==> src/rtl/td4_run_ctrl_if.sv <==
// Program-load stream and program-memory write port of the TD4 run controller.
// Signals: ld_valid/ld_data/ld_ready byte stream in; mem_we/mem_waddr/mem_wdata write port out.
// master = host/bench side (drives the load stream), slave = controller side.
interface td4_run_ctrl_if;
  logic       ld_valid;
  logic [7:0] ld_data;
  logic       ld_ready;
  logic       mem_we;
  logic [3:0] mem_waddr;
  logic [7:0] mem_wdata;

  modport master (
    output ld_valid, ld_data,
    input  ld_ready, mem_we, mem_waddr, mem_wdata
  );

  modport slave (
    input  ld_valid, ld_data,
    output ld_ready, mem_we, mem_waddr, mem_wdata
  );
endinterface

==> src/rtl/td4_run_ctrl.sv <==
// TD4 run controller: IDLE/RUN/STEP/LOAD sequencing, CPU enable gating, program loader.
// Latency: cpu_en/bp_hit/ld_ready/mem_* combinational; state, load_done, cycle_cnt registered.
// Backpressure: ld_ready high only in LOAD without halt/rst; a byte is written when ld_valid & ld_ready.
// Ports: clk, rst (sync, active-high); i_run_req/i_halt_req/i_step_req/i_load_req requests;
//   i_pc, i_bp_addr, i_bp_en breakpoint inputs; io_bus load stream + memory write port;
//   o_cpu_en, o_state, o_halted, o_load_done, o_bp_hit, o_cycle_cnt.
// Optional feature: define TD4_BREAKPOINT_EN to enable breakpoints; otherwise bp inputs are ignored.
module td4_run_ctrl (
  input  logic                 clk,
  input  logic                 rst,
  input  logic                 i_run_req,
  input  logic                 i_halt_req,
  input  logic                 i_step_req,
  input  logic                 i_load_req,
  input  logic [3:0]           i_pc,
  input  logic [3:0]           i_bp_addr,
  input  logic                 i_bp_en,
  td4_run_ctrl_if.slave        io_bus,
  output logic                 o_cpu_en,
  output logic [1:0]           o_state,
  output logic                 o_halted,
  output logic                 o_load_done,
  output logic                 o_bp_hit,
  output logic [7:0]           o_cycle_cnt
);

  typedef enum logic [1:0] {
    S_IDLE = 2'b00,
    S_RUN  = 2'b01,
    S_STEP = 2'b10,
    S_LOAD = 2'b11
  } state_t;

  state_t     r_state;
  state_t     w_next;
  logic [3:0] r_ptr;
  logic       r_load_done;
  logic [7:0] r_cycle_cnt;
  logic       w_bp_hit;
  logic       w_cpu_en;
  logic       w_ld_ready;
  logic       w_wr;
  logic       w_enter_load;

`ifdef TD4_BREAKPOINT_EN
  // Set for the first RUN cycle only, so resuming at a breakpointed pc
  // executes that instruction instead of re-hitting immediately.
  logic r_first_run;

  always_ff @(posedge clk) begin
    if (rst) begin
      r_first_run <= 1'b0;
    end else begin
      r_first_run <= (w_next == S_RUN) && (r_state != S_RUN);
    end
  end

  assign w_bp_hit = !rst && (r_state == S_RUN) && i_bp_en &&
                    (i_pc == i_bp_addr) && !r_first_run;
`else
  logic w_unused_bp;
  assign w_unused_bp = ^{i_bp_en, i_bp_addr, i_pc};
  assign w_bp_hit    = 1'b0;
`endif

  // Next state and combinational outputs; request priority halt > load > step > run.
  always_comb begin
    w_next     = r_state;
    w_cpu_en   = 1'b0;
    w_ld_ready = 1'b0;
    w_wr       = 1'b0;
    if (rst) begin
      w_next = S_IDLE;
    end else begin
      case (r_state)
        S_IDLE: begin
          if (i_halt_req)      w_next = S_IDLE;
          else if (i_load_req) w_next = S_LOAD;
          else if (i_step_req) w_next = S_STEP;
          else if (i_run_req)  w_next = S_RUN;
        end
        S_RUN: begin
          if (i_halt_req)      w_next = S_IDLE;
          else if (i_load_req) w_next = S_LOAD;
          else if (w_bp_hit)   w_next = S_IDLE;
          else                 w_cpu_en = 1'b1;
        end
        S_STEP: begin
          w_next   = S_IDLE;
          w_cpu_en = !i_halt_req;
        end
        S_LOAD: begin
          if (i_halt_req) begin
            w_next = S_IDLE;
          end else begin
            w_ld_ready = 1'b1;
            if (io_bus.ld_valid) begin
              w_wr = 1'b1;
              if (r_ptr == 4'hF) w_next = S_IDLE;
            end
          end
        end
        default: w_next = S_IDLE;
      endcase
    end
  end

  assign w_enter_load = (w_next == S_LOAD) && (r_state != S_LOAD);

  always_ff @(posedge clk) begin
    if (rst) begin
      r_state     <= S_IDLE;
      r_ptr       <= 4'h0;
      r_load_done <= 1'b0;
      r_cycle_cnt <= 8'h00;
    end else begin
      r_state     <= w_next;
      r_load_done <= w_wr && (r_ptr == 4'hF);
      if (w_enter_load)  r_ptr <= 4'h0;
      else if (w_wr)     r_ptr <= r_ptr + 4'h1;  // wraps to 0 after address 15
      if (w_enter_load)
        r_cycle_cnt <= 8'h00;
      else if (w_cpu_en && (r_cycle_cnt != 8'hFF))
        r_cycle_cnt <= r_cycle_cnt + 8'h01;
    end
  end

  assign io_bus.ld_ready  = w_ld_ready;
  assign io_bus.mem_we    = w_wr;
  assign io_bus.mem_waddr = r_ptr;
  assign io_bus.mem_wdata = io_bus.ld_data;
  assign o_cpu_en         = w_cpu_en;
  assign o_state          = r_state;
  assign o_halted         = (r_state == S_IDLE);
  assign o_load_done      = r_load_done;
  assign o_bp_hit         = w_bp_hit;
  assign o_cycle_cnt      = r_cycle_cnt;

endmodule

==> src/flat_wrapper.sv <==
// flat-port wrapper written by rule: the top's interface ports become plain ports
module td4_run_ctrl_flat 
  (clk, rst, i_run_req, i_halt_req, i_step_req, i_load_req, i_pc, i_bp_addr, i_bp_en, o_cpu_en, o_state, o_halted, o_load_done, o_bp_hit, o_cycle_cnt, io_bus_ld_valid, io_bus_ld_data, io_bus_ld_ready, io_bus_mem_we, io_bus_mem_waddr, io_bus_mem_wdata);
  td4_run_ctrl_if io_bus_i ();
  input  logic clk;
  input  logic rst;
  input  logic i_run_req;
  input  logic i_halt_req;
  input  logic i_step_req;
  input  logic i_load_req;
  input  logic [3:0] i_pc;
  input  logic [3:0] i_bp_addr;
  input  logic i_bp_en;
  output logic o_cpu_en;
  output logic [1:0] o_state;
  output logic o_halted;
  output logic o_load_done;
  output logic o_bp_hit;
  output logic [7:0] o_cycle_cnt;
  input wire logic [$bits(io_bus_i.ld_valid)-1:0] io_bus_ld_valid;
  input wire logic [$bits(io_bus_i.ld_data)-1:0] io_bus_ld_data;
  output wire logic [$bits(io_bus_i.ld_ready)-1:0] io_bus_ld_ready;
  output wire logic [$bits(io_bus_i.mem_we)-1:0] io_bus_mem_we;
  output wire logic [$bits(io_bus_i.mem_waddr)-1:0] io_bus_mem_waddr;
  output wire logic [$bits(io_bus_i.mem_wdata)-1:0] io_bus_mem_wdata;
  assign io_bus_i.ld_valid = io_bus_ld_valid;
  assign io_bus_i.ld_data = io_bus_ld_data;
  assign io_bus_ld_ready = io_bus_i.ld_ready;
  assign io_bus_mem_we = io_bus_i.mem_we;
  assign io_bus_mem_waddr = io_bus_i.mem_waddr;
  assign io_bus_mem_wdata = io_bus_i.mem_wdata;
  td4_run_ctrl u_core (.clk(clk), .rst(rst), .i_run_req(i_run_req), .i_halt_req(i_halt_req), .i_step_req(i_step_req), .i_load_req(i_load_req), .i_pc(i_pc), .i_bp_addr(i_bp_addr), .i_bp_en(i_bp_en), .io_bus(io_bus_i), .o_cpu_en(o_cpu_en), .o_state(o_state), .o_halted(o_halted), .o_load_done(o_load_done), .o_bp_hit(o_bp_hit), .o_cycle_cnt(o_cycle_cnt));
endmodule
==> config.mk <==
export PLATFORM = sky130hd
export DESIGN_NAME = td4_run_ctrl_flat
export DESIGN_NICKNAME = d
export VERILOG_FILES = /design/src/rtl/td4_run_ctrl_if.sv /design/src/rtl/td4_run_ctrl.sv /design/src/flat_wrapper.sv
export SDC_FILE = /design/constraint.sdc
export NUM_CORES = 1
export LEC_CHECK = 0
export ABC_AREA = 0
export CELL_PAD_IN_SITES_DETAIL_PLACEMENT = 2
export CELL_PAD_IN_SITES_GLOBAL_PLACEMENT = 2
export CORE_ASPECT_RATIO = 0.75
export CORE_MARGIN = 5
export CORE_UTILIZATION = 23
export CTS_CLUSTER_DIAMETER = 60
export DETAILED_ROUTE_END_ITERATION = 16
export PLACE_DENSITY = 0.83
export SLEW_MARGIN = 10
export SYNTH_ARGS = -nofsm -noshare
export SYNTH_HDL_FRONTEND = slang
export SYNTH_SLANG_ARGS = --single-unit
==> constraint.sdc <==
create_clock -name clk -period 5.5 [get_ports clk]
set_input_delay 0.55 -clock clk [delete_from_list [all_inputs] [get_ports clk]]
set_output_delay 0.55 -clock clk [all_outputs]
set_load 0.05 [all_outputs]
Word level (Yosys, flattened, before mapping)
Cells that the tools add are included.

word-level totals
  flip-flop bits (word level) = 15
  bits of input ports = 24
  output and inout bits = 28
  word-level logic and storage cells = 41

cells by class
  add/subtract/negate cells = 2
  equality and inequality tests = 7
  multiplexer cells = 22
  reductions and logical operators = 6

operators with widths
  kind                 count
  $mux 2               10
  $mux 1               10
  $add 8x1->8 const B  1
  $ne 8x8->1 const B   1
  $pmux 2 s4           1
  $eq 2x2->1 const B   3
  $add 4x1->4 const B  1
  $eq 4x4->1 const B   1
  $logic_and 1x1->1    3
  $eq 2x1->1 const B   1
  $logic_not 2->1      1
  $ne 2x2->1 const B   1
  $pmux 1 s2           1
  $reduce_or 2->1      1
  $logic_not 1->1      1

Depth between registers and ports, before layout
Gate-level depths: netlist (run 1).

  depth in word-level cells = 9
  mapped depth = 7
  mapped depth without buffers = 7

Worst setup path before layout (run 1)
OpenSTA, ideal clock, no wires.

  kind = register -> output
  start point = reg u_core.r_state[0], in the netlist u_core.o_state[0]
  end point = out io_bus_ld_ready
  data arrival time = 2.179 ns
  required time = 4.950 ns
  path slack = 2.771 ns
  cell stages (with the launch flop) = 3
  buffers on the path = 0
  cells stage by stage = dfxtp_1 ha_1 nor3b_1

between the ends
  word-level cells in the longest chain between the ends = 3

RTL lines
  element                 line                 text
  start, declared         td4_run_ctrl.sv:34   state_t r_state;
  start signal, assigned  td4_run_ctrl.sv:117  r_state <= w_next;
  $eq 2x2->1              td4_run_ctrl.sv:75   case (r_state)
  $mux 1                  td4_run_ctrl.sv:75
  $mux 1                  td4_run_ctrl.sv:72   if (rst) begin
  end, declared           flat_wrapper.sv:22   output wire logic [$bits(io_bus_i.ld_ready)-1:0] io_bus_ld_ready;

Every way passes these cells.

Worst setup path in the final report (run 1)
  start point = in rst
  end point = out o_cpu_en

between the ends
  word-level cells in the longest chain between the ends = 1

RTL lines
  element          line                text
  start, declared  flat_wrapper.sv:6   input logic rst;
  $mux 1           td4_run_ctrl.sv:72
  end, declared    flat_wrapper.sv:14  output logic o_cpu_en;

Every way passes these cells.

==> results of run 1 <==
## registers in the layout (all words and copies together), names as in the netlist
name,flops
u_core.io_bus.mem_waddr,4
u_core.o_cycle_cnt,8
u_core.o_load_done,1
u_core.o_state,2
## through the flow
| stage | hold slack, ns | cells | instance area [sq um] | total power [uW] |
|---|---|---|---|---|
| 2_1_floorplan | 0.626 | 108 | 1020 | 226 |
| 3_3_place_gp | 0.490 | 179 | 1250 | 240 |
| 3_5_place_dp | 0.514 | 179 | 1250 | 244 |
| 4_1_cts | 0.531 | 183 | 1290 | 336 |
| 5_1_grt | 0.573 | 183 | 1290 | 351 |
| 6_report | 0.528 | 183 | 1290 | 333 |
## cell usage in the layout, fill, tap and decap left out, types with 2 or more instances in the layout
cell type        count
nand3b_1             2
nor3b_1              3
or3_1                3
o31ai_1              2
nor2b_1              2
dfxtp_1             15
ha_1                 6
a21oi_1              3
or2_2                2
a211oi_1             2
xor2_1               2
and2_1               2
and3_1               4
inv_1                5
a21oi_2              5
o21ai_0              4
nor2_1               2
nand2_1              4
clkdlybuf4s50_1     25
nor2_2               4
nand4_1              3
clkbuf_8             3
## cell type report
| cell class | instances | area share, % |
|---|---|---|
| Inverter | 5 | 1.45 |
| Timing Repair Buffer | 25 | 19.3 |
| Clock buffer | 4 | 3.48 |
| Multi-Input combinational cell | 77 | 47.0 |
| Sequential cell | 15 | 23.2 |
| Tap cell | 57 | 5.51 |
## synth_stat cells, types with 3 or more instances
cell / count
dfxtp_1: 15
or3_1: 3
and3_1: 4
a21oi_2: 5
o21ai_0: 4
nand4_1: 3
nand2_1: 4
ha_1: 6
inv_1: 5
nor3b_1: 3
nor2_2: 4
a21oi_1: 3
buf_4: 9
## power by group through the flow
stage | Clock [uW] | Combinational [uW] | Sequential, uW
floorplan | 0 | 89.5 | 136
global placement | 0 | 118 | 122
detailed placement | 0 | 121 | 123
CTS | 92.6 | 123 | 121
global route | 99.2 | 130 | 122
finish | 90.2 | 121 | 121
## critical path: stages
cell             delay, ns
clkdlybuf4s50_1       0.55
nor3b_2               0.28
o21ai_1               0.24
inv_1                 0.21
clkdlybuf4s50_1       0.84
## metal layers
metal	vias up	global-route usage, %	routed length (um)	part of all wire [%]
met5	-	0	0	0
met4	0	2.53	31	1.1
met3	4	2.93	166	5.7
met2	18	18.1	1420	49
met1	423	12.5	1280	44
li1	420	-	-	-
## final timing paths
check	from	endpoint	cells after the start
max reg2reg	u_core.o_state[0]	u_core.o_cycle_cnt[7]	6
min	u_core.o_cycle_cnt[6]	u_core.o_cycle_cnt[6]	2
max	rst	o_cpu_en	5
min reg2reg	u_core.o_cycle_cnt[6]	u_core.o_cycle_cnt[6]	2
## cells by family (layout without fill, tap and decap cells)
logic type      Yosys count  after routing  share of synthesized area, %
simple gates             39             39                          25.2
compound gates           27             27                          23.2
other cells               1              1                         0.369
flops                    15             15                          29.5
fa+ha+maj                 6              6                          7.38
mux                       1              1                         0.984
xor+xnor                  3              3                          2.58
buf+inv                  16             34                          10.7
==> flow_summary_export.csv, run 1 <==
group,metric,value,unit
outcome,status,"complete, no violations",
timing,hold_viol,0,
routing,vias_per_cell,4.73,
placement,gp_congestion,0.773,
logic_synthesis,syn_area,0.00102,sq mm
floorplan,die_area,0.00587,sq mm
finish,drive_gt1_share,15.9,%
global_routing,track_usage,10.3,%
routing,wl_per_cell,15.9,um
pwr,p_int,210,uW
clocking,clockRootBuffer,"clkbuf_8",
global_routing,grt_pass1_vias,971,
routing,drc_errors,0,
timing,setup_tns,0,ns
placement,port_buffers,25,
logic_synthesis,synth_edf_count,0,
floorplan,start_util,23.3,%
global_routing,grt_max_degree,13,
clocking,hold_buffers,0,
logic_synthesis,async_flop_share,0,%
logic_synthesis,synth.distinct_cells,44,
pwr,p_seq_share,36.4,%
floorplan,die_h,67.6,um
pwr,combinationalPowerShare,36.5,%
pwr,switching_share,37.0,%
run,max_cap_violations,0,
worst_setup_path,worstPathRequired,4.95,ns
logic_synthesis,yosys_most_used_dff,"dfxtp_1",
timing,finalSetupViolations,0,
floorplan,die_w,86.8,um
floorplan,io_pins,52,
clocking,clkSlewWorstSetupHoldPaths,0.06,ns
routing,drtAntennaViolNets,0,
finish,seqCellArea,300,sq um
finish,syn_to_final_growth,27.2,%
clocking,clock_path_buffers,2,
worst_setup_path,crit_type,"primary input to output pin",
clocking,cts_resized,0,
global_routing,overflow,0,
routing,vias,865,
logic_synthesis,syn_nets,138,
floorplan,core,0.00436,sq mm
clocking,cts_tree,"yes",
timing,worstMarginPinSlew,1.02,ns
finish,fin_util,29.7,%
worst_setup_path,crit_fanout,9,
clocking,h-tree-depth,1,
logic_synthesis,syn_inst,108,
floorplan,num_rows,21,
logic_synthesis,yosysWarningCount,0,
clocking,clkLatencyLatePin,0.25,ns
pwr,pwr-share-clk,27.1,%
finish,diodes,0,
timing,fin_skew,0.00221,ns
worst_setup_path,rrSetupSlack,2.93,ns
pwr,power.switching,123,uW
global_routing,grt_first_pass_wirelength,4830,um
logic_synthesis,yosysTopAreaCellShare,29.5,%
pwr,p_leak,0.000452,uW
logic_synthesis,ys_ff_latch,15,
hold_path,hold_class,"flip-flop to flip-flop",
worst_setup_path,start_kind,"primary input",
worst_setup_path,cp-end-kind,"output pin",
clocking,clkSinkCount,15,
logic_synthesis,ys_seq_area_share,29.5,%
routing,firstDrtPassIters,2,
routing,drt_wl_total,2910,um
worst_setup_path,worstPathArrival,2.67,ns
timing,finalCritPeriodShare,58.5,%
timing,rsz0062_at_grt,"no",
clocking,cts_setup_buffers,0,
routing,drt_iter0_drc,19,
pwr,powerDensity,257,mW/mm^2
logic_synthesis,syn_avg_cell_area,9.42,sq um
finish,multi_input_area,608,sq um
timing,max_slew_margin,31.8,%
finish,fillCellCount,502,
timing,finalMaxSlewViolations,0,
finish,layout.nets,157,
clocking,numCtsBuffers,3,
timing,fin_crit,3.22,ns
placement,place_ws,2.30,ns
global_routing,antenna_found_initial,0,
logic_synthesis,synth_area_leaders,"dfxtp_1, ha_1, buf_4",
pwr,worst_ir_drop_vdd,0.0711,mV
placement,hpwl,2280,um
timing,timing.fmax,311,MHz
timing,layout_setup_ws,2.28,ns
logic_synthesis,synth_top_area_cell,"dfxtp_1",
(Power assumes the default switching activity.)
==> run 2, diff against run 1 <==
CORE_UTILIZATION = 20   (was 23)
PLACE_DENSITY = 0.77   (was 0.83)
clock period = 2.85 ns   (was 5.5 ns; I/O delays follow)
==> run 2 against run 1 <==
- sequential power rose by 93%
- register-to-register slack worse by 2.3 ns
- clock power is 94% higher
- total power rose by 93%
- global-route usage down 1.4 points
- first-iteration DRC count is 16% lower
- largest cell class unchanged
- final area rose by 0.77%
- utilization decreased by 3.1 points
- combinational power rose by 94%
- worst hold slack got worse by 0.021 ns
- highest routed layer unchanged
- die area up 13%
==> flow_summary_export.csv, run 2 (synthesis gave the netlist of run 1 again) <==
group,metric,value,unit
outcome,status,"complete, no violations",
pwr,p_leak,0.000462,uW
pwr,powerDensity,493,mW/mm^2
routing,drt_wl_total,2810,um
pwr,switching_share,37.4,%
routing,vias,871,
global_routing,antenna_found_initial,0,
finish,multi_input_area,608,sq um
clocking,hold_buffers,0,
worst_setup_path,r2r-end,"u_core.o_cycle_cnt[7]",
pwr,p_int,403,uW
clocking,numCtsBuffers,3,
placement,gp_congestion,0.763,
hold_path,hold_end,"u_core.o_cycle_cnt[6]",
worst_setup_path,worstPathArrival,2.22,ns
worst_setup_path,cp-end-kind,"output pin",
clocking,cts_resized,0,
pwr,power.switching,240,uW
worst_setup_path,start_kind,"flip-flop",
global_routing,overflow,0,
worst_setup_path,r2r_cells,7,
worst_setup_path,crit_type,"flip-flop to output pin",
finish,final_common_cell,"clkdlybuf4s50_1",
worst_setup_path,worstPathRequired,2.57,ns
global_routing,grt_util_met1,10.8,%
finish,diodes,0,
clocking,clkSinkCount,15,
floorplan,io_pins,52,
global_routing,grt_pass1_vias,957,
clocking,clkSlewWorstSetupHoldPaths,0.07,ns
finish,final_cell_mix,"clkdlybuf4s50_1, dfxtp_1, ha_1, inv_1, a21oi_2",
timing,finalSetupViolations,0,
timing,rsz0062_at_grt,"no",
clocking,clock_path_buffers,2,
worst_setup_path,r2r_start,"u_core.o_state[0]",
worst_setup_path,rrSetupSlack,0.63,ns
finish,seqCellArea,300,sq um
clocking,clockRootBuffer,"clkbuf_8",
timing,setup_tns,0,ns
run,max_cap_violations,0,
placement,port_buffers,25,
routing,vias_per_cell,4.66,
timing,finalCritPeriodShare,87.8,%
routing,firstDrtPassIters,2,
routing,drc_errors,0,
routing,drt_iter0_drc,16,
timing,worstMarginPinSlew,0.600,ns
finish,largest_register_ffs,8,
timing,holdWs,0.507,ns
hold_path,worstHoldStart,"u_core.o_cycle_cnt[6]",
global_routing,grt-busiest-layer,"met2",
floorplan,num_rows,22,
clocking,h-tree-depth,1,
pwr,combinationalPowerShare,36.5,%
global_routing,track_usage,8.98,%
timing,fin_crit,2.50,ns
routing,wl_per_cell,15.0,um
routing,drtAntennaViolNets,0,
worst_setup_path,crit_fanout,7,
timing,finalMaxSlewViolations,0,
hold_path,min_path_cells,2,
timing,fin_skew,0.00827,ns
floorplan,die_w,92.4,um
floorplan,core,0.00490,sq mm
clocking,cts_tree,"yes",
timing,max_slew_margin,59.7,%
finish,drive_gt1_share,18.1,%
global_routing,met3_usage,3.15,%
hold_path,hold_class,"flip-flop to flip-flop",
timing,timing.fmax,400,MHz
pwr,pwr-share-clk,27.3,%
global_routing,grt_max_degree,13,
pwr,p_seq_share,36.2,%
floorplan,die_h,71.8,um
finish,layout.nets,158,
clocking,cts_setup_buffers,0,
placement,hpwl,2220,um
finish,fillCellCount,568,
pwr,worst_ir_drop_vdd,0.139,mV
clocking,clkLatencyLatePin,0.25,ns
finish,syn_to_final_growth,28.2,%
global_routing,met2_usage,14.8,%
timing,hold_viol,0,
floorplan,start_util,20.8,%
floorplan,die_area,0.00663,sq mm
global_routing,grt_first_pass_wirelength,4790,um
run 2: worst max-delay path, stage by stage, from the launching register on:
cell             delay (ns)
dfxtp_1                0.48
ha_1                   0.32
and4bb_2               0.34
clkdlybuf4s50_1        0.83
run 2: layout make-up:
type / count / share of cell area [%]
clock buffers: 3 / 3.17
clock inverters: 1 / 0.384
inverters: 5 / 1.44
multi-input cells: 77 / 46.6
flip-flops and latches: 15 / 23.0
well taps: 60 / 5.76
repair buffers: 26 / 19.6
run 2: through the flow:
step	total power (uW)	instances	setup WS, ns	instance area (sq um)	util [%]
floorplan	435	108	0.288	1020	-
global placement	465	183	0.457	1260	25.7
detailed placement	475	183	0.435	1260	25.7
CTS	657	187	0.302	1300	26.6
global route	681	187	0.190	1300	26.6
finish	643	187	0.349	1300	26.6
run 2: worst max path at each step:
stage | cells past startpoint | endpoint | startpoint | slack (ns)
after global routing | 6 | o_cpu_en | u_core.o_state[1] | 0.19
final | 3 | io_bus_mem_we | u_core.o_state[0] | 0.35
after floorplan | 7 | u_core.o_cycle_cnt[5] | u_core.o_state[0] | 0.29
after CTS | 3 | io_bus_mem_we | u_core.o_state[0] | 0.30
after detailed placement | 3 | io_bus_mem_we | i_halt_req | 0.44
after global placement | 3 | io_bus_mem_we | i_halt_req | 0.46
run 2: routing by layer:
| metal | up-vias | part of all wire [%] |
|---|---|---|
| met1 | 423 | 46 |
| met5 | - | 0 |
| met3 | 8 | 5.3 |
| met2 | 17 | 48 |
| met4 | 0 | 0.86 |
| li1 | 423 | - |
run 2: power groups by stage:
| stage | Clock, uW | Sequential, uW | Combinational [uW] |
|---|---|---|---|
| 2_1_floorplan | 0 | 263 | 173 |
| 3_3_place_gp | 0 | 236 | 229 |
| 3_5_place_dp | 0 | 238 | 237 |
| 4_1_cts | 185 | 234 | 238 |
| 5_1_grt | 195 | 235 | 251 |
| 6_report | 175 | 233 | 235 |
